`src/rtl/logic_unit_pkg.sv`:
```
// Shared definitions for the logic unit.
// Holds the op-field width and op encodings used by the interface, the top and the bench.
package logic_unit_pkg;

  localparam int unsigned OpWidth   = 3;
  // Zero and parity flags travel alongside the result through the output buffer.
  localparam int unsigned FlagWidth = 2;

  typedef enum logic [OpWidth-1:0] {
    OP_AND   = 3'd0,
    OP_OR    = 3'd1,
    OP_XOR   = 3'd2,
    OP_NAND  = 3'd3,
    OP_NOR   = 3'd4,
    OP_XNOR  = 3'd5,
    OP_NOTA  = 3'd6,
    OP_PASSB = 3'd7
  } op_e;

endpackage

```
`src/rtl/logic_unit_if.sv`:
```
// Request/response bundle of the logic unit.
// Request side : i_valid/o_ready handshake, i_op, i_acc, i_clr, i_a, i_b.
// Response side: o_valid/i_ready handshake, o_x result, o_zero and o_parity flags.
// Signal names are seen from the logic unit; the slave modport belongs to the unit.
interface logic_unit_if
  import logic_unit_pkg::*;
#(
  parameter int unsigned WIDTH = 8
) ();

  logic               i_valid;
  logic               o_ready;
  logic [OpWidth-1:0] i_op;
  logic               i_acc;
  logic               i_clr;
  logic [WIDTH-1:0]   i_a;
  logic [WIDTH-1:0]   i_b;
  logic               o_valid;
  logic               i_ready;
  logic [WIDTH-1:0]   o_x;
  logic               o_zero;
  logic               o_parity;

  modport slave (
    input  i_valid, i_op, i_acc, i_clr, i_a, i_b, i_ready,
    output o_ready, o_valid, o_x, o_zero, o_parity
  );

  modport master (
    output i_valid, i_op, i_acc, i_clr, i_a, i_b, i_ready,
    input  o_ready, o_valid, o_x, o_zero, o_parity
  );

endinterface

```
`src/rtl/logic_unit_skid_buffer.sv`:
```
// Two-entry valid/ready buffer: an output register plus one skid entry.
// Ports: i_clk, i_rst_n (sync, active-low), i_valid/o_ready/i_data upstream,
//        o_valid/i_ready/o_data downstream.
// o_ready depends only on registered state, so i_ready never reaches it combinationally.
module skid_buffer #(
  parameter int unsigned       Width     = 10,
  parameter logic [Width-1:0]  ResetData = '0
) (
  input  logic             i_clk,
  input  logic             i_rst_n,
  input  logic             i_valid,
  output logic             o_ready,
  input  logic [Width-1:0] i_data,
  output logic             o_valid,
  input  logic             i_ready,
  output logic [Width-1:0] o_data
);

  logic             r_out_valid;
  logic [Width-1:0] r_out_data;
  logic             r_skid_valid;
  logic [Width-1:0] r_skid_data;
  logic             w_accept;

  assign o_ready  = ~r_skid_valid;
  assign w_accept = i_valid & ~r_skid_valid;
  assign o_valid  = r_out_valid;
  assign o_data   = r_out_data;

  always_ff @(posedge i_clk) begin
    if (!i_rst_n) begin
      r_out_valid  <= 1'b0;
      r_out_data   <= ResetData;
      r_skid_valid <= 1'b0;
      r_skid_data  <= '0;
    end else if (r_skid_valid) begin
      // Skid full: nothing new is taken; drain the skid once the output moves.
      if (i_ready) begin
        r_out_data   <= r_skid_data;
        r_skid_valid <= 1'b0;
      end
    end else if (w_accept) begin
      if (!r_out_valid || i_ready) begin
        r_out_valid <= 1'b1;
        r_out_data  <= i_data;
      end else begin
        r_skid_valid <= 1'b1;
        r_skid_data  <= i_data;
      end
    end else if (i_ready) begin
      r_out_valid <= 1'b0;
    end
  end

endmodule

```
`src/rtl/logic_unit.sv`:
```
// Bitwise logic unit with optional accumulator operand and buffered valid/ready output.
// Ports: i_clk, i_rst_n (sync, active-low), bus (logic_unit_if.slave) carrying the
//        request handshake/operands and the result handshake/flags.
module logic_unit
  import logic_unit_pkg::*;
#(
  parameter int unsigned WIDTH = 8
) (
  input  logic          i_clk,
  input  logic          i_rst_n,
  logic_unit_if.slave   bus
);

  localparam int unsigned PayloadWidth = WIDTH + FlagWidth;
  // Reset payload: parity 0, zero 1, result 0.
  localparam logic [PayloadWidth-1:0] PayloadReset = {1'b0, 1'b1, {WIDTH{1'b0}}};

  logic [WIDTH-1:0]        r_acc;
  logic [WIDTH-1:0]        w_a;
  logic [WIDTH-1:0]        w_result;
  logic [PayloadWidth-1:0] w_payload_in;
  logic [PayloadWidth-1:0] w_payload_out;
  logic                    w_sb_ready;
  logic                    w_ready;
  logic                    w_accept;

  assign w_a      = bus.i_acc ? r_acc : bus.i_a;
  assign w_ready  = i_rst_n & w_sb_ready;
  assign w_accept = bus.i_valid & w_ready;

  always_comb begin
    w_result = '0;
    unique case (op_e'(bus.i_op))
      OP_AND:   w_result = w_a & bus.i_b;
      OP_OR:    w_result = w_a | bus.i_b;
      OP_XOR:   w_result = w_a ^ bus.i_b;
      OP_NAND:  w_result = ~(w_a & bus.i_b);
      OP_NOR:   w_result = ~(w_a | bus.i_b);
      OP_XNOR:  w_result = ~(w_a ^ bus.i_b);
      OP_NOTA:  w_result = ~w_a;
      OP_PASSB: w_result = bus.i_b;
      default:  w_result = '0;
    endcase
  end

  // Flags are formed here and registered with the result, so they only change with o_x.
  assign w_payload_in = {^w_result, (w_result == '0), w_result};

  // Accumulator follows acceptance, not output, so chained requests see the right value
  // even while results sit in the buffer. Clear wins over the update.
  always_ff @(posedge i_clk) begin
    if (!i_rst_n) begin
      r_acc <= '0;
    end else if (w_accept) begin
      r_acc <= bus.i_clr ? '0 : w_result;
    end
  end

  skid_buffer #(
    .Width     (PayloadWidth),
    .ResetData (PayloadReset)
  ) u_skid_buffer (
    .i_clk   (i_clk),
    .i_rst_n (i_rst_n),
    .i_valid (bus.i_valid),
    .o_ready (w_sb_ready),
    .i_data  (w_payload_in),
    .o_valid (bus.o_valid),
    .i_ready (bus.i_ready),
    .o_data  (w_payload_out)
  );

  assign bus.o_ready  = w_ready;
  assign bus.o_x      = w_payload_out[WIDTH-1:0];
  assign bus.o_zero   = w_payload_out[WIDTH];
  assign bus.o_parity = w_payload_out[WIDTH+1];

endmodule
```
`src/flat_wrapper.sv`:
```
// flat-port wrapper written by rule: the top's interface ports become plain ports
module logic_unit_flat import logic_unit_pkg::*;
#(
  parameter int unsigned WIDTH = 8
)
  (i_clk, i_rst_n, bus_i_valid, bus_i_op, bus_i_acc, bus_i_clr, bus_i_a, bus_i_b, bus_i_ready, bus_o_ready, bus_o_valid, bus_o_x, bus_o_zero, bus_o_parity);
  logic_unit_if #(.WIDTH(WIDTH)) bus_i ();
  input  logic i_clk;
  input  logic i_rst_n;
  input wire logic [$bits(bus_i.i_valid)-1:0] bus_i_valid;
  input wire logic [$bits(bus_i.i_op)-1:0] bus_i_op;
  input wire logic [$bits(bus_i.i_acc)-1:0] bus_i_acc;
  input wire logic [$bits(bus_i.i_clr)-1:0] bus_i_clr;
  input wire logic [$bits(bus_i.i_a)-1:0] bus_i_a;
  input wire logic [$bits(bus_i.i_b)-1:0] bus_i_b;
  input wire logic [$bits(bus_i.i_ready)-1:0] bus_i_ready;
  output wire logic [$bits(bus_i.o_ready)-1:0] bus_o_ready;
  output wire logic [$bits(bus_i.o_valid)-1:0] bus_o_valid;
  output wire logic [$bits(bus_i.o_x)-1:0] bus_o_x;
  output wire logic [$bits(bus_i.o_zero)-1:0] bus_o_zero;
  output wire logic [$bits(bus_i.o_parity)-1:0] bus_o_parity;
  assign bus_i.i_valid = bus_i_valid;
  assign bus_i.i_op = bus_i_op;
  assign bus_i.i_acc = bus_i_acc;
  assign bus_i.i_clr = bus_i_clr;
  assign bus_i.i_a = bus_i_a;
  assign bus_i.i_b = bus_i_b;
  assign bus_i.i_ready = bus_i_ready;
  assign bus_o_ready = bus_i.o_ready;
  assign bus_o_valid = bus_i.o_valid;
  assign bus_o_x = bus_i.o_x;
  assign bus_o_zero = bus_i.o_zero;
  assign bus_o_parity = bus_i.o_parity;
  logic_unit #(.WIDTH(WIDTH)) u_core (.i_clk(i_clk), .i_rst_n(i_rst_n), .bus(bus_i));
endmodule
```
`config.mk`:
```
export PLATFORM = sky130hd
export DESIGN_NAME = logic_unit_flat
export DESIGN_NICKNAME = d
export VERILOG_FILES = /design/src/rtl/logic_unit_pkg.sv /design/src/rtl/logic_unit_if.sv /design/src/rtl/logic_unit_skid_buffer.sv /design/src/rtl/logic_unit.sv /design/src/flat_wrapper.sv
export SDC_FILE = /design/constraint.sdc
export NUM_CORES = 1
export LEC_CHECK = 0
export ABC_AREA = 0
export CAP_MARGIN = 10
export CORE_ASPECT_RATIO = 0.8
export CORE_UTILIZATION = 33
export CTS_BUF_LIST = sky130_fd_sc_hd__clkbuf_8
export DETAILED_ROUTE_END_ITERATION = 12
export HOLD_SLACK_MARGIN = 0.03
export PLACE_DENSITY = 0.52
export SLEW_MARGIN = 20
export SYNTH_ARGS = -nofsm -noshare
export SYNTH_HDL_FRONTEND = slang
export SYNTH_HIERARCHICAL = 1
export SYNTH_SLANG_ARGS = --single-unit
```
`constraint.sdc`:
```
create_clock -name i_clk -period 3.4 [get_ports i_clk]
set_input_delay 0.51 -clock i_clk [delete_from_list [all_inputs] [get_ports i_clk]]
set_output_delay 0.51 -clock i_clk [all_outputs]
set_load 0.02 [all_outputs]
```
==> results of run 1 <==
[path summary, 6_finish.rpt]
| check | to | slack [ns] | cells after the start |
|---|---|---|---|
| worst min register to register | u_core/u_skid_buffer/r_skid_data[3] | 0.46 | 2 |
| worst min-delay path | u_core/u_skid_buffer/r_skid_data[3] | 0.46 | 2 |
| worst max-delay path | u_core/u_skid_buffer/o_data[9] | 0.44 | 14 |
| worst max register to register | u_core/u_skid_buffer/o_data[9] | 0.78 | 14 |
[through the flow]
| stage | instances | setup slack (ns) | utilization, % |
|---|---|---|---|
| after floorplan | 289 | 0.512 | - |
| after global placement | 424 | -0.113 | 42.5 |
| after detailed placement | 424 | -0.170 | 42.5 |
| after CTS | 432 | 0.118 | 43.9 |
| after global routing | 433 | 0.228 | 44.2 |
| final | 433 | 0.437 | 44.2 |
[placed cells by master (no fill, tap or decap), types with 2 or more instances in the layout]
cell / instances
o211a_1: 9
o2bb2ai_1: 2
o32ai_1: 2
a31oi_1: 6
clkdlybuf4s50_1: 35
nand3_1: 16
buf_4: 32
or2_1: 6
a21oi_1: 11
o21a_1: 2
o21ai_0: 4
mux2i_1: 12
mux2_4: 2
nor2b_1: 3
dfxtp_1: 30
o31ai_1: 6
inv_1: 23
o21ai_1: 2
a21boi_0: 8
ha_1: 20
and2_1: 3
mux2_2: 5
a211oi_2: 3
a21boi_1: 3
clkbuf_8: 6
nor3b_1: 3
xnor2_1: 2
o22ai_1: 7
a211oi_1: 2
nand2b_1: 7
nand2_1: 27
nor2_1: 27
[registers in the layout, summed over array words and instances (netlist names)]
signal	flops
u_core/r_acc	8
u_core/u_skid_buffer/r_skid_data	10
u_core/u_skid_buffer/r_skid_valid	1
u_core/u_skid_buffer/o_data	10
u_core/u_skid_buffer/o_valid	1
[cell type report]
class,instances,area [um^2]
clock buffers,6,82.6
clock inverters,2,8.76
fillers,721,3840
inverters,22,82.6
multi-input cells,217,1540
flip-flops and latches,30,601
well taps,87,109
repair buffers,69,623
[metal layers]
layer	GRT usage (%)	vias up
li1	-	1126
met5	0	-
met2	26.1	25
met3	2.65	2
met1	22.5	1023
met4	2.21	0
[power by group through the flow]
| stage | sequential [mW] | clock, mW | combinational [mW] |
|---|---|---|---|
| after detailed placement | 0.396 | 0 | 0.388 |
| final | 0.387 | 0.290 | 0.390 |
| after global routing | 0.390 | 0.314 | 0.437 |
| after CTS | 0.388 | 0.299 | 0.390 |
| after floorplan | 0.411 | 0 | 0.231 |
| after global placement | 0.395 | 0 | 0.386 |
[logic make-up after synthesis]
kind of cell / after synthesis
AND/OR/NAND/NOR: 102
XOR/XNOR: 3
AO/OA/AOI/OAI: 73
adder cells (fa/ha/maj): 20
flip-flops: 30
multiplexers: 19
buffers and inverters: 42
[repair_timing]
item,CTS,global route
setup endpoints to repair,0,1
resized for setup,0,5
setup buffers,0,1
[critical path: cells and delay by family]
kind | cells | cell delay, ns
fa+ha+maj | 2 | 0.53
compound gates | 4 | 0.56
xor+xnor | 2 | 0.29
simple gates | 2 | 0.32
mux | 2 | 0.42
buf+inv | 2 | 0.48
==> impl_results.md, run 1 <==
- Via Count: 2176
- Post-Synth Simple-Gate Area: 21.6%
- Psw: 0.329 mW
- Req. time, crit path: 3.57 ns
- Rel. slew slack: 64.4%
- Sequential share of power: 36.3%
- Clk_lat worst skew: 0.27 ns
- RSZ-0062 raised after global routing: no
- Count leader, synth: dfxtp_1
- CP max stage delay: 0.41 ns
- Max-cap violation count: 0
- Seq cells post-synth: 30
- Die Height: 77.5 um
- Adder-cell area share of the yosys netlist: 10.6%
- Share of total power in the clock network: 27.2%
- Share of layout cells above drive strength 1: 15.9%
- Avg Vias per Cell: 5.03
- Worst-path cell with the longest stage delay: clkdlybuf4s50_1
- Die area: 7460 um^2
- Status: complete, no violations
- WL met1: 2910 um
- WP data arrival: 3.13 ns
- Post-synthesis sequential area ratio: 25.6%
- IO Port Bufs: 36
- Crit path cell chain: clkdlybuf4s50_1 -> mux2_4 -> inv_1 -> ha_1 -> o21ai_0 -> a21oi_1 -> o21a_1 -> or2_1 -> ha_1 -> xnor2_1 -> xnor2_1 -> mux2i_1 -> nand3_1 -> o211a_1
- Initial DRT Pass Iterations: 4
- Largest family of logic cells by synthesized area: compound AO/OA/AOI/OAI gates
- Min-Delay Startpoint: u_core/u_skid_buffer/r_skid_data[3]
- Hold Vio Cnt, Final: 0
- Ys async rst share: 0%
- Post-synth EDFFs: 0
- XOR/XNOR share of the synthesized area: 1.12%
- Yosys cell types: 50
- Vias in the first global route: 2078
- Mapped Cells: 289
- Yosys warning total: 6
- Hold buffer count at cts: 0
- Chip width: 96.3 um
- CTS clk-pin slew, worst paths: 0.06 ns
- H-tree levels: 2
- Worst hold-check path type: reg -> reg
- Largest cells by area after synthesis: dfxtp_1, ha_1, mux2i_1, nand2_1, nor2_1
- Global-route wire length before repair: 9580 um
- Largest area contributor in the netlist: dfxtp_1
- Lkg Pwr: 1.36 nW
- Clock sinks: 30
- Finished Cell Area: 3050 um^2
- Synth Flop Type: dfxtp_1
- WL met3: 143 um
- Final Wtd Congestion: 0.795
- Pwr Total: 1.07 mW
- Syn avg cell area: 8.13 um^2
- DR WL/cell: 12.9 um
- DR iter-0 viols: 94
- Final Setup Violations: 0
- GRT Resource Usage Total: 16.0%
- I/O pin total: 37
- Final #Nets: 390
- Metal2 WL: 2510 um
- Buffer depth of the longest clock path: 2
- Comb power frac: 36.5%
- Fmax: 0.337 GHz
- Root buffer cell: clkbuf_8
- Int Pwr: 0.738 mW
- Hold WS: 0.458 ns
- Placed cell area: 2930 um^2
- CP Launch Type: input pin
- TritonCTS buffer count: 5
- CP startpoint: bus_i_a[2]
- GRT Residual Overflow: 0
- Clock skew: 0.00786 ns
- VDD IR max: 0.143 mV
- Largest net degree at the start of global routing: 33
- Sw Share: 30.8%
- Critical path fanouts, max: 3
- Worst slew pin tran: 0.531 ns
- Initial antenna violation count: 0
- Synth Area in Compound Gates: 22.8%
- Core area: 6890 um^2
- Syn Nets: 334
- Max-slew violation count: 0
- # diodes: 0
- DR top layer: met4
- Tcrit/Tclk final: 87.1%
- Critical path capture point type: flip-flop
- Area Overhead vs Synth: 29.7%
- DRC Markers: 0
- Pwr dens: 350 nW/um^2
- Crit path kind: in -> reg
- Antenna Nets Post-Route: 0
- Post-synth top area share: 25.6%
- Drt total wl: 5580 um
- Reg2reg start: u_core/r_acc[0]
- Post-Synthesis Cell Area: 2350 um^2
- Post-synthesis mux area share: 8.79%
- Setup tns final: 0 ns
- Most common library cells after synthesis: dfxtp_1, nand2_1, nor2_1, inv_1, ha_1
- CTS tree: built
- Dpl hpwl: 4290 um
- Starting Density: 34.1%
- Min Tclk post-route: 2.96 ns
- FP Rows: 27
No activity file was read; power rests on OpenSTA's default activity.
==> run 2, diff against run 1 <==
Settings changed: CELL_PAD_IN_SITES_DETAIL_PLACEMENT set to 1, CELL_PAD_IN_SITES_GLOBAL_PLACEMENT set to 1, GPL_ROUTABILITY_DRIVEN set to 0, PLACE_DENSITY 0.52 to 0.67.
==> impl_results.md, run 2 (synthesized netlist as in run 1, its figures left out) <==
- WP data arrival: 3.20 ns
- DRC Markers: 0
- Max-cap violation count: 0
- Clk_lat worst skew: 0.28 ns
- RSZ-0062 raised after global routing: no
- GRT Residual Overflow: 0
- Largest net degree at the start of global routing: 33
- Initial DRT Pass Iterations: 4
- Reg2reg start: u_core/r_acc[0]
- Final #Nets: 393
- Pwr dens: 353 nW/um^2
- Cell depth of the worst min-delay path: 2
- Status: complete, no violations
- Chip width: 96.3 um
- Via Count: 2228
- Hold Vio Cnt, Final: 0
- Clock sinks: 30
- Placed cells: 428
- Initial antenna violation count: 0
- Setup tns final: 0 ns
- Fin cells: 436
- Core area: 6890 um^2
- Starting Density: 34.1%
- H-tree levels: 2
- Global-route wire length before repair: 10800 um
- Die area: 7460 um^2
- Vias in the first global route: 2271
- Dpl hpwl: 5020 um
- I/O pin total: 37
- Register area: 601 um^2
- Die Height: 77.5 um
- CTS tree: built
- Fmax: 0.330 GHz
- Final setup margin: 0.368 ns
- Root buffer cell: clkbuf_8
- R2R cell count: 14
- Critical path fanouts, max: 2
- CP Launch Type: input pin
- Rel. slew slack: 41.6%
- Lkg Pwr: 1.37 nW
- GRT Resource Usage Total: 18.5%
- Area of the multi-input gates: 1540 um^2
- Max-slew violation count: 0
- Buffer depth of the longest clock path: 2
- Worst slew pin tran: 0.874 ns
- Avg Vias per Cell: 5.11
- Clock skew: 0.00817 ns
- Final Setup Violations: 0
- Min-Delay Startpoint: u_core/u_skid_buffer/r_skid_data[3]
- # diodes: 0
- Drt total wl: 6440 um
- DR iter-0 viols: 70
- RR Endpoint: u_core/u_skid_buffer/o_data[9]
- Critical path capture point type: flip-flop
- Hold EP: u_core/u_skid_buffer/r_skid_data[3]
- TritonCTS buffer count: 5
- Share of layout cells above drive strength 1: 16.3%
- Worst hold-check path type: reg -> reg
- Area Overhead vs Synth: 30.5%
- DR WL/cell: 14.8 um
- Fill cells: 863
- FP Rows: 27
- Req. time, crit path: 3.57 ns
- Most frequent cells in the layout: clkdlybuf4s50_1, buf_4, dfxtp_1
- CP startpoint: bus_i_a[0]
- Tcrit/Tclk final: 89.2%
- Final Core Density: 44.5%
- CTS clk-pin slew, worst paths: 0.06 ns
- Antenna Nets Post-Route: 0
- Min Tclk post-route: 3.03 ns
- Pre-CTS setup slack: -0.316 ns
- R2R Setup Slk: 0.67 ns
- IO Port Bufs: 36
- Crit path kind: in -> reg
- VDD IR max: 0.152 mV
-- run 2: final cells by class --
class / count / area share, %
multi-input combinational: 217 / 50.1
inverter: 22 / 2.69
clock inverter: 2 / 0.286
timing repair buffer: 72 / 21.1
tap: 87 / 3.55
clock buffer: 6 / 2.69
sequential: 30 / 19.6
-- run 2: critical path, cell delays in order --
cell	delay (ns)
clkdlybuf4s50_1	0.39
mux2_2	0.27
inv_1	0.06
ha_1	0.23
nor2_1	0.11
a21oi_1	0.06
o22ai_1	0.20
a211oi_2	0.08
or2_1	0.24
ha_1	0.33
xor2_1	0.18
xnor2_1	0.15
mux2i_1	0.13
nand3_1	0.09
o211a_1	0.17
-- run 2: per-layer routing --
metal	GRT usage [%]	up-vias	share of wire, %
met5	0	-	0
met1	24.5	1063	49
li1	-	1132	-
met2	31.6	31	48
met3	3.24	2	3.1
met4	3.09	0	0.23
-- run 2: worst max path at each step --
stage | to | cells past startpoint | slack [ns]
2_1_floorplan | u_core/u_skid_buffer/o_data[9] | 15 | 0.51
3_3_place_gp | u_core/u_skid_buffer/o_data[9] | 15 | -0.22
3_5_place_dp | u_core/u_skid_buffer/o_data[9] | 15 | -0.32
4_1_cts | u_core/u_skid_buffer/o_data[9] | 15 | 0.02
5_1_grt | u_core/u_skid_buffer/o_data[9] | 12 | 0.16
6_report | u_core/u_skid_buffer/o_data[9] | 15 | 0.37
-- run 2: timing repair --
action,CTS,global route
cloned,0,0
hold buffers,0,0
setup endpoints to repair,1,2
gates resized for setup,1,2
buffers inserted,0,0
-- run 2: through the flow --
step | hold slack, ns | area, um^2 | power, mW
2_1_floorplan | 0.435 | 2350 | 0.642
3_3_place_gp | 0.442 | 2960 | 0.785
3_5_place_dp | 0.445 | 2960 | 0.798
4_1_cts | 0.455 | 3060 | 1.10
5_1_grt | 0.474 | 3070 | 1.15
6_report | 0.453 | 3070 | 1.08
-- run 2: where the power goes --
group          internal [mW]  switching (mW)  leakage [nW]
Clock                  0.160           0.134        0.0524
Sequential             0.375          0.0146         0.246
Combinational          0.205           0.195          1.07
Total                  0.740           0.343          1.37
==> run 3, diff against run 2 <==
Settings changed: PLACE_DENSITY 0.67 to 0.66, SYNTH_HIERARCHICAL 1 to not set.
==> impl_results.md, run 3 <==
- Status: complete, no violations
- Commonest non-fill, non-tap cell in the layout: clkdlybuf4s50_1
- Avg Vias per Cell: 5.20
- Drt total wl: 6340 um
- GRT Resource Usage Total: 18.2%
- Vias in the first global route: 2104
- Crit path kind: in -> reg
- GRT Residual Overflow: 0
- Post-synth EDFFs: 0
- Syn Nets: 314
- CTS tree: built
- Post-synth top area share: 25.7%
- # resized after CTS: 0
- IO Port Bufs: 36
- Clock skew: 0.00534 ns
- Initial antenna violation count: 0
- FP Rows: 27
- Pwr dens: 367 nW/um^2
- Area Overhead vs Synth: 25.9%
- Final #Nets: 357
- Post-synthesis sequential area ratio: 25.7%
- Post-CTS Setup Inserts: 0
- Seq cells post-synth: 30
- WP data arrival: 3.37 ns
- CP Launch Type: input pin
- Critical path fanouts, max: 8
- Max-cap violation count: 0
- Placed cells: 392
- Largest cells by area after synthesis: dfxtp_1, ha_1, o21ai_0, mux2i_1, a21oi_1
- H-tree levels: 2
- TritonCTS buffer count: 5
- Finished Cell Area: 2940 um^2
- # diodes: 0
- Setup tns final: 0 ns
- Tcrit/Tclk final: 93.8%
- Post-Synthesis Cell Area: 2330 um^2
- Worst slew pin tran: 0.762 ns
- DRC Markers: 0
- Rel. slew slack: 49.2%
- Max-slew violation count: 0
- Count leader, synth: dfxtp_1
- R2R Setup Slk: 0.84 ns
- Fin cells: 400
- Antenna Nets Post-Route: 0
- Synth Flop Type: dfxtp_1
- Global-route wire length before repair: 10500 um
- Ys async rst share: 0%
- Final setup margin: 0.212 ns
- Yosys cell types: 54
- Final Setup Violations: 0
- Syn avg cell area: 8.67 um^2
- Chip width: 96.0 um
- RSZ-0062 raised after global routing: no
- Largest net degree at the start of global routing: 36
- Yosys warning total: 0
- DR WL/cell: 15.8 um
- Pwr Total: 1.08 mW
- Buffer depth of the longest clock path: 2
- Die area: 7410 um^2
- Most frequent cells in the layout: clkdlybuf4s50_1, dfxtp_1, o21ai_0
- Share of layout cells above drive strength 1: 16.3%
- Starting Density: 34.0%
- Initial DRT Pass Iterations: 4
- Clk_lat worst skew: 0.29 ns
- Core area: 6860 um^2
- VDD IR max: 0.152 mV
- Lkg Pwr: 1.22 nW
- Via Count: 2078
- Die Height: 77.2 um
- Req. time, crit path: 3.58 ns
- Clock sinks: 30
- Worst hold-check path type: reg -> reg
- Root buffer cell: clkbuf_8
- Min Tclk post-route: 3.19 ns
- Mapped Cells: 269
- DR iter-0 viols: 22
- Pre-CTS setup slack: -0.0940 ns
- I/O pin total: 37
- Critical path capture point type: flip-flop
- Hold Vio Cnt, Final: 0
- Largest area contributor in the netlist: dfxtp_1
- Hold buffer count at cts: 0
- CTS clk-pin slew, worst paths: 0.06 ns
- Fmax: 0.314 GHz
- Most common library cells after synthesis: dfxtp_1, o21ai_0, ha_1, inv_1, nand2_1
- Placed cell area: 2850 um^2
- Dpl hpwl: 4850 um
## run 3: cell count changes after synthesis, sizes merged, moves of 5 or more
cell    previous run  this run
nor2              27         7
o21ai              6        28
nor2b              3        11
o31ai              6         1
a21boi            11         2
nand3             16         9
nand3b             1         7
nand2             27        17
## run 3: through the flow
stage / util [%] / hold WS [ns]
after floorplan: - / 0.438
after global placement: 41.5 / 0.445
after detailed placement: 41.5 / 0.457
after CTS: 42.8 / 0.467
after global routing: 42.8 / 0.495
final: 42.8 / 0.461
## run 3: cells by family after synthesis
| logic type | synth area share (%) |
|---|---|
| xor+xnor | 1.13 |
| fa+ha+maj | 10.7 |
| flops | 25.7 |
| simple gates | 18.9 |
| compound gates | 28.8 |
| buf+inv | 9.38 |
| mux | 5.31 |
## run 3: area by class of cell
type	instances	area, um^2
clock buffers	6	82.6
inverters	20	75.1
fillers	826	3920
clock inverters	2	8.76
well taps	87	109
repair buffers	56	548
multi-input cells	199	1510
flip-flops and latches	30	601
## run 3: worst paths after layout
check / startpoint / to / cells after the start
max: bus_i_acc / u_core.u_skid_buffer.o_data[9] / 15
min: u_core.u_skid_buffer.o_data[3] / u_core.u_skid_buffer.o_data[3] / 2
max reg2reg: u_core.r_acc[0] / u_core.u_skid_buffer.o_data[9] / 13
min reg2reg: u_core.u_skid_buffer.o_data[3] / u_core.u_skid_buffer.o_data[3] / 2
## run 3: power breakdown
part | total (mW) | leakage (nW) | switching [mW] | internal, mW
Clock | 0.298 | 0.0524 | 0.138 | 0.160
Sequential | 0.391 | 0.246 | 0.0143 | 0.377
Combinational | 0.388 | 0.919 | 0.195 | 0.193
## run 3: worst max-delay path: stages
cell	delay, ns
clkdlybuf4s50_1	0.51
buf_12	0.14
mux2_2	0.36
inv_1	0.06
ha_1	0.23
nand3b_1	0.17
a21oi_1	0.22
o31ai_2	0.10
buf_4	0.15
ha_1	0.28
xnor2_1	0.19
xnor2_1	0.16
o21ai_0	0.10
mux2i_1	0.14
nor2b_1	0.06
## run 3: metal layers
| layer | vias up | routed length [um] | GRT usage (%) |
|---|---|---|---|
| met5 | - | 0 | 0 |
| met4 | 0 | 45 | 4.03 |
| met3 | 5 | 144 | 3.08 |
| met2 | 23 | 2820 | 28.9 |
| met1 | 993 | 3330 | 25.4 |
| li1 | 1057 | - | - |
